$ cat config.mk
export PLATFORM = sky130hd
export DESIGN_NAME = audiodac_sample_reader
export DESIGN_NICKNAME = d
export VERILOG_FILES = /design/src/rtl/audiodac_sample_reader.sv
export SDC_FILE = /design/constraint.sdc
export NUM_CORES = 1
export LEC_CHECK = 0
export BUFFER_PORTS_ARGS = -buffer_cell sky130_fd_sc_hd__buf_2
export CORE_MARGIN = 2
export CORE_UTILIZATION = 45
export DETAILED_ROUTE_END_ITERATION = 8
export GPL_TIMING_DRIVEN = 0
export PLACE_DENSITY = 0.76
export SLEW_MARGIN = 20
export SYNTH_ARGS = -nofsm -noshare
export SYNTH_HDL_FRONTEND = slang
export SYNTH_SLANG_ARGS = --single-unit
$ cat constraint.sdc
create_clock -name clk_i -period 1.8 [get_ports clk_i]
set_input_delay 0.27 -clock clk_i [delete_from_list [all_inputs] [get_ports clk_i]]
set_output_delay 0.27 -clock clk_i [all_outputs]
set_load 0.005 [all_outputs]
$ cat src/rtl/audiodac_sample_reader.sv
// Read-side master of the 16b sample interface: strobes the source once per OSR clocks and
// streams samples to the modulator. Define AUDIODAC_READER_INTERP_EN for linear interpolation.
module audiodac_sample_reader #(
    parameter int unsigned DATA_W = 16,
    parameter int unsigned FRAC_W = 8
) (
    input  logic              clk_i,
    input  logic              rst_n_i,
    input  logic              en_i,
    input  logic [1:0]        osr_i,
    output logic              data_rd_o,
    input  logic [DATA_W-1:0] data_i,
    output logic [DATA_W-1:0] data_o,
    output logic              smp_tick_o
);

    logic [7:0] cnt_q, cnt_d;
    logic       rd_q, rd_d;
    logic       capture;

    function automatic logic [7:0] osr_last(input logic [1:0] sel);
        logic [7:0] v;
        case (sel)
            2'd0:    v = 8'd31;
            2'd1:    v = 8'd63;
            2'd2:    v = 8'd127;
            default: v = 8'd255;
        endcase
        return v;
    endfunction

    always_comb begin
        cnt_d = cnt_q;
        rd_d  = 1'b0;
        if (!en_i) begin
            cnt_d = '0;
        end else if (cnt_q == 8'd0) begin
            rd_d  = 1'b1;
            cnt_d = osr_last(osr_i);
        end else begin
            cnt_d = cnt_q - 8'd1;
        end
    end

    // A strobe that coincides with en_i low is discarded: the clear takes priority.
    assign capture    = rd_q & en_i;
    assign data_rd_o  = rd_q;
    assign smp_tick_o = rd_q;

    always_ff @(posedge clk_i or negedge rst_n_i) begin
        if (!rst_n_i) begin
            cnt_q <= '0;
            rd_q  <= 1'b0;
        end else begin
            cnt_q <= cnt_d;
            rd_q  <= rd_d;
        end
    end

`ifdef AUDIODAC_READER_INTERP_EN
    localparam int unsigned AccW = DATA_W + 1 + FRAC_W;

    logic        [1:0]        osr_q, osr_d;
    logic        [DATA_W-1:0] prev_q, prev_d;
    logic signed [AccW-1:0]   acc_q, acc_d;
    logic signed [AccW-1:0]   step_q, step_d;
    logic signed [DATA_W:0]   delta;
    logic        [4:0]        shamt;

    always_comb begin
        delta  = $signed({data_i[DATA_W-1], data_i}) - $signed({prev_q[DATA_W-1], prev_q});
        // step = delta * 2^FRAC_W / OSR, exact because OSR is a power of two <= 2^FRAC_W
        shamt  = 5'(FRAC_W - 5) - {3'b000, osr_q};
        osr_d  = rd_d ? osr_i : osr_q;
        prev_d = prev_q;
        acc_d  = acc_q + step_q;
        step_d = step_q;
        if (!en_i) begin
            prev_d = '0;
            acc_d  = '0;
            step_d = '0;
        end else if (capture) begin
            prev_d = data_i;
            acc_d  = {prev_q[DATA_W-1], prev_q, {FRAC_W{1'b0}}};
            step_d = {{(AccW-DATA_W-1){delta[DATA_W]}}, delta} <<< shamt;
        end
    end

    always_ff @(posedge clk_i or negedge rst_n_i) begin
        if (!rst_n_i) begin
            osr_q  <= '0;
            prev_q <= '0;
            acc_q  <= '0;
            step_q <= '0;
        end else begin
            osr_q  <= osr_d;
            prev_q <= prev_d;
            acc_q  <= acc_d;
            step_q <= step_d;
        end
    end

    assign data_o = acc_q[FRAC_W +: DATA_W];
`else
    logic [DATA_W-1:0] data_q, data_d;

    always_comb begin
        data_d = data_q;
        if (!en_i) begin
            data_d = '0;
        end else if (capture) begin
            data_d = data_i;
        end
    end

    always_ff @(posedge clk_i or negedge rst_n_i) begin
        if (!rst_n_i) begin
            data_q <= '0;
        end else begin
            data_q <= data_d;
        end
    end

    assign data_o = data_q;
`endif

endmodule

Word-level counts from Yosys, hierarchy flattened. Index checks and enable logic that the tools add are counted. W data, S select, Z words.

Mux-type cells: 7. Equal/unequal tests: 3. Bitwise operators: 1. Reduce and logical (&&, ||, !) cells: 2. Add/subtract/negate cells: 1.

Operator list (count): $mux W16 (2); $pmux W8 S3 (1); $mux W8 (2); $logic_not A8 Y1 (1); $sub A8 B1 Y8 const B (1); $eq A2 B1 Y1 const B (1); $eq A2 B2 Y1 const B (1); $logic_not A2 Y1 (1); $mux W1 (2); $ne A2 B1 Y1 const B (1); $and A1 B1 Y1 (1).

Word-level logic and storage cells: 17. Bits in registers: 25. Input bits: 21. Output and inout port bits: 18.

Logic depth before layout (Yosys ltp). Gate-level depths: netlist of the first run.

Word-level depth: 4. Mapped depth: 5.

Worst setup path before layout of the first run. Ideal clock, no wire load.

Path type: flip-flop to flip-flop. From: reg cnt_q[2]. To: reg cnt_q[5]. Library setup time: 0.126 ns. Setup slack: 0.248 ns. Cell stages (with the launch flop): 4. Arrival time: 1.426 ns. Path buffers: 0. Cell sequence: dfrtp_1 -> or4_4 -> o21a_1 -> o311a_1.

Word-level cells in the longest chain between the ends: 3.

RTL lines: from (decl) (RTL line 17) `logic [7:0] cnt_q, cnt_d;`; from (signal assigned) (RTL line 55) `cnt_q <= cnt_d;`; $sub A8 B1 Y8 / $logic_not A8 Y1 (equally long branches) (RTL line 41, 37); $mux W8 * (RTL line 37) `end else if (cnt_q == 8'd0) begin`; $mux W8 * (RTL line 35) `if (!en_i) begin`; named net cnt_d[5] (RTL line 17).

The timed path passes the listed nets; every way through them passes the cells marked *. A chain may end at the register's enable or synchronous reset.

Final worst setup path of the first run. Ends and elaborated chain as after synthesis.

==> results.txt, run 1 <==
ANT nets after route = 0
R2r startpoint = cnt_q[2]
Crit. Startpoint = cnt_q[2]
Pwr dens = 1190 nW/um^2
DP HPWL = 1740 um
Post-DP Area = 1340 sq um
CTS Root Cell = clkbuf_4
WS Path Type = reg -> reg
Layout Nets = 165
Wirelength, routed = 2160 um
Vias in the first global route = 855
Clock Tree Buf Depth = 2
Actual slew at the worst max-slew pin = 0.527 ns
# port buffers = 38
Sum of negative setup slack = 0 ns
Status = finished clean
# resized after CTS = 0
Post-synthesis sequential area ratio = 0.563
CTS tree = yes
Mapped Area = 1110 sq um
GRT Util Overall = 0.158
P&R area growth vs syn = 23.9%
Cell count after synthesis = 98
Die Wd = 53.7 um
Skew final = 0.00241 ns
Drt wl/cell = 12.6 um
Global placement routability congestion = 0.767
Row cnt = 18
Die Y = 53.7 um
Critical path arrival = 1.87 ns
Synth Area per Inst = 11.3 sq um
Num ports = 39
CTS Sinks = 25
R2R setup slack = 0.13 ns
Critical-path cell list = or4_4, o21a_1, o311a_1
CP Capture Type = flip-flop
Setup bufs post-CTS = 0
CP Max Fanout = 6
Clock latency on the worst-skew pair = 0.30 ns
# setup viols final = 0
Startpoint Class = flip-flop
Yosys top cell by area = dfrtp_1
Antenna violations before repair = 0
Area contributors post-synth = dfrtp_1, mux2i_1, nor2_1, ha_1, a21oi_1
Yosys top cell area share = 0.563
Final Cycle Share = 0.929
Routed via count = 871
Initial core utilization = 0.461
Gr ovfl total = 0
R2R Path End = cnt_q[5]
Largest net degree at the start of global routing = 26
Via-per-instance ratio = 5.09
Synth Net Count = 121
Most frequent cells in the layout = buf_2, dfrtp_1, nor2_1
Die area = 2880 sq um
CTS Buf Count = 3
DR pass1 iterations = 4
Clk slew on worst S/H paths = 0.13 ns
Fmax = 598 MHz
Antenna cell count = 0
Leak pwr = 0.700 nW
Max-cap viol count = 0
Share of post-route cells with drive strength above 1 = 0.340
Most common cell after layout, fill and taps aside = buf_2
Reg2reg path depth = 3
Core box area = 2410 sq um
First-pass GRT wire length = 3390 um
Iteration-0 DRC Markers = 14
Cell area after layout = 1380 sq um
Hold-fix buffers at CTS = 1
YS warnings = 0
Rel. slew slack = 0.648
Worst Hold Class = in -> reg
Synth cell types = 27
Worst VDD drop = 0.695 mV
CP required = 2.00 ns
Crit path largest cell delay = 0.57 ns
CP max stage cell = or4_4
Fin crit period = 1.67 ns
Crit path capture = cnt_q[5]
H-tree depth = 1
DRC errors left = 0
Final hold vios = 0
Max Transition Viols Final = 0
RSZ-0062 raised after global routing = false
Synth Register Bits = 25
## critical path: cells and delay by family (launching register included)
kind | cells | cell delay, ns
AO/OA/AOI/OAI | 2 | 0.52
flip-flops | 1 | 0.48
AND/OR/NAND/NOR | 1 | 0.57
## state kept, by name (all words and copies together), names as in the netlist
| name | count |
|---|---|
| data_o | 16 |
| cnt_q | 8 |
| data_rd_o | 1 |
## per-stage QoR
step                setup slack, ns  hold WS, ns  cells  utilization  power (mW)
floorplan                     0.248      -0.0256     98            -        1.22
global placement              0.196        0.277    166        0.556        1.37
detailed placement            0.159        0.279    166        0.556        1.41
CTS                           0.139        0.202    171        0.571        1.65
global route                 0.0276        0.188    171        0.571        1.75
finish                        0.129        0.207    171        0.571        1.64
## kinds of logic after synthesis
| logic type | Yosys count | synth area share |
|---|---|---|
| compound gates | 13 | 0.0822 |
| xor+xnor | 2 | 0.0158 |
| mux | 16 | 0.144 |
| flops | 25 | 0.563 |
| simple gates | 32 | 0.140 |
| buf+inv | 8 | 0.0327 |
| fa+ha+maj | 2 | 0.0225 |
## layer usage
metal | global-route usage | vias to the layer above | wire [um]
li1 | - | 424 | -
met1 | 0.169 | 416 | 904
met2 | 0.323 | 29 | 1120
met3 | 0.0333 | 2 | 127
met4 | 0.0128 | 0 | 10
met5 | 0 | - | 0
## report_power, final
group	switching [mW]	internal (mW)
registers	0.119	0.682
logic	0.306	0.295
clock network	0.152	0.0828
total	0.577	1.06
## final cells by class
cell class,instances,area [sq um]
Inverter,3,11.3
Clock inverter,1,5.00
Timing Repair Buffer,39,200
Clock buffer,3,22.5
Multi-Input combinational cell,65,449
Buffer,5,25.0
Fill cell,218,1030
Sequential cell,25,626
Tap cell,30,37.5
## cells in the mapped netlist, drive strengths merged
library cell and n:
nor4 1, o31ai 1, nor3b 1, and2 1, o2bb2ai 1, nand3 1, inv 3, buf 3
mux2i 16, a31oi 2, nand3b 1, dfrtp 25, xnor2 2, o311a 1, nand2 2, a21boi 1
nor4b 1, nor2 21, a32oi 1, a21oi 4, o21a 1, ha 2, a31o 1, clkbuf 2
nor3 2, or4 1
## worst min path at each step
stage,start,to,slack (ns),cells after the start
after CTS,en_i,cnt_q[5],0.20,2
after global routing,en_i,cnt_q[5],0.19,2
final,data_i[12],data_o[12],0.21,3
after global placement,rst_n_i,data_o[2],0.28,1
after detailed placement,rst_n_i,data_o[2],0.28,1
after floorplan,rst_n_i,cnt_q[0],-0.03,0
Note: power is estimated with default switching activity, not from simulation.
==> inputs of run 2 (changes only) <==
--- a/config.mk
+++ b/config.mk
@@ -9,8 +9,7 @@
 export CORE_MARGIN = 2
 export CORE_UTILIZATION = 45
 export DETAILED_ROUTE_END_ITERATION = 8
-export GPL_TIMING_DRIVEN = 0
-export PLACE_DENSITY = 0.76
+export PLACE_DENSITY_LB_ADDON = 0.2
 export SLEW_MARGIN = 20
 export SYNTH_ARGS = -nofsm -noshare
 export SYNTH_HDL_FRONTEND = slang
==> run 2 against run 1 <==
Against the previous run: cell count is 1.8% lower; total power is 0.98% higher; die area is the same; via count down 3.8%; first-iteration DRC count shrank 36%; utilization grew 0.052 points.
==> results.txt, run 2 (same netlist as run 1, synthesis figures left out) <==
Setup WS post-layout = 0.157 ns (+0.0279 ns)
Largest net degree at the start of global routing = 26 (unchanged)
Sum of negative setup slack = 0 ns (unchanged)
Via-per-instance ratio = 4.99 (-2.1%)
Placed Instances = 163 (-1.8%)
Layout Nets = 162 (-1.8%)
Critical-path cell list = or4_4, o21a_1, o311a_1
Pwr dens = 1200 nW/um^2 (+0.89%)
CTS tree = yes
Status = finished clean
Startpoint Class = flip-flop
P&R area growth vs syn = 24.0% (about the same)
DRC errors left = 0 (unchanged)
Wirelength, routed = 2130 um (-1.3%)
Final Cycle Share = 0.913 (-0.0155)
Iteration-0 DRC Markers = 9 (-5)
Fin crit period = 1.64 ns (-0.0279 ns)
Min-delay src = data_i[4]
Core box area = 2410 sq um (unchanged)
CP required = 2.01 ns (about the same)
Worst VDD drop = 0.851 mV (+22%)
WS Path Type = reg -> reg
Layout Utilization = 0.572 (about the same)
Vias in the first global route = 778 (-9.0%)
Max reg flops = 16 (unchanged)
CTS Sinks = 25 (unchanged)
Clk slew on worst S/H paths = 0.13 ns (about the same)
Antenna violations before repair = 0 (unchanged)
CP Max Fanout = 6 (unchanged)
CTS Root Cell = clkbuf_4
Most common cell after layout, fill and taps aside = buf_2
CP max stage cell = or4_4
H-tree depth = 1 (unchanged)
Drt wl/cell = 12.7 um (+0.47%)
Rel. slew slack = 0.647 (-0.00147)
Num ports = 39 (unchanged)
Post-DP Area = 1330 sq um (-0.75%)
Skew final = 0.00216 ns (-0.000254 ns)
Row cnt = 18 (unchanged)
# port buffers = 38 (unchanged)
Crit. Startpoint = cnt_q[2]
Die area = 2880 sq um (unchanged)
Routed via count = 838 (-3.8%)
CTS Buf Count = 3 (unchanged)
Clock latency on the worst-skew pair = 0.31 ns (about the same)
Share of post-route cells with drive strength above 1 = 0.341 (about the same)
Clock Tree Buf Depth = 2 (unchanged)
Cell area after layout = 1380 sq um (about the same)
R2r startpoint = cnt_q[2]
Leak pwr = 0.693 nW (-1.0%)
Die Wd = 53.7 um (unchanged)
GRT Util Overall = 0.171 (+0.0124)
ANT nets after route = 0 (unchanged)
Antenna cell count = 0 (unchanged)
CP Capture Type = flip-flop
Gr ovfl total = 0 (unchanged)
Worst Hold Class = in -> reg
Max-cap viol count = 0 (unchanged)
Setup WS pre-CTS = 0.189 ns (+0.0294 ns)
DP HPWL = 1620 um (-6.8%)
RSZ-0062 raised after global routing = false
Critical path arrival = 1.85 ns (-0.02 ns)
Crit path largest cell delay = 0.56 ns (about the same)
Global placement routability congestion = 0.820 (+6.9%)
Fmax = 608 MHz (+1.7%)
FILL cells = 210 (-3.7%)
DR pass1 iterations = 2 (-2)
Max Transition Viols Final = 0 (unchanged)
Setup bufs post-CTS = 0 (unchanged)
Initial core utilization = 0.461 (unchanged)
Actual slew at the worst max-slew pin = 0.530 ns (+0.00221 ns)
First-pass GRT wire length = 3440 um (+1.4%)
Fin cells = 168 (-1.8%)
# setup viols final = 0 (unchanged)
Most frequent cells in the layout = buf_2, dfrtp_1, nor2_1
Die Y = 53.7 um (unchanged)
Final hold vios = 0 (unchanged)
[run 2: cell types whose count changed in the layout (fill, tap and decap cells not counted), sizes merged]
cell / previous run / this run
clkinv: 1 / 0
clkbuf: 5 / 3
clkinvlp: 0 / 1
buf: 41 / 40
[run 2: worst max-delay path, delay by kind of cell (launching register included)]
| family | cells | cell delay [ns] |
|---|---|---|
| simple gates | 1 | 0.56 |
| flops | 1 | 0.49 |
| compound gates | 2 | 0.50 |
[run 2: report_power, final]
group / total, mW / switching [mW] / internal (mW)
sequential: 0.823 / 0.142 / 0.681
clock: 0.242 / 0.157 / 0.0847
combinational: 0.588 / 0.285 / 0.303
[run 2: repair_timing]
action                                 4_1_cts  5_1_grt
setup endpoints to repair                    0        2
endpoints found under the hold margin       25        0
resized for setup                            0        1
hold buffers                                 1        0
[run 2: final timing paths]
| check | endpoint | slack, ns | cells after the start |
|---|---|---|---|
| max | cnt_q[5] | 0.16 | 3 |
| min | data_o[4] | 0.20 | 3 |
| max reg2reg | cnt_q[5] | 0.16 | 3 |
| min reg2reg | data_o[4] | 0.53 | 2 |
| max in group asynchronous | cnt_q[7] | 1.00 | 2 |
| min in group asynchronous | data_o[8] | 0.45 | 2 |
[run 2: cell type report]
class	instances	area, sq um	area share
multi-input combinational	65	458	0.332
inverter	3	11.3	0.00817
tap	30	37.5	0.0272
timing repair buffer	41	215	0.156
clock inverter	1	7.51	0.00545
clock buffer	3	22.5	0.0163
sequential	25	626	0.454
[run 2: stage by stage]
| step | hold WS [ns] | power [mW] |
|---|---|---|
| floorplan | -0.0256 | 1.22 |
| global placement | 0.280 | 1.37 |
| detailed placement | 0.280 | 1.40 |
| CTS | 0.187 | 1.65 |
| global route | 0.184 | 1.79 |
| finish | 0.195 | 1.65 |
[run 2: metal layers]
layer | share of wire | track usage | wire length, um
met1 | 0.44 | 0.207 | 948
met2 | 0.49 | 0.280 | 1050
met5 | 0 | 0 | 0
met4 | 0.0089 | 0.0684 | 19
met3 | 0.052 | 0.0556 | 111
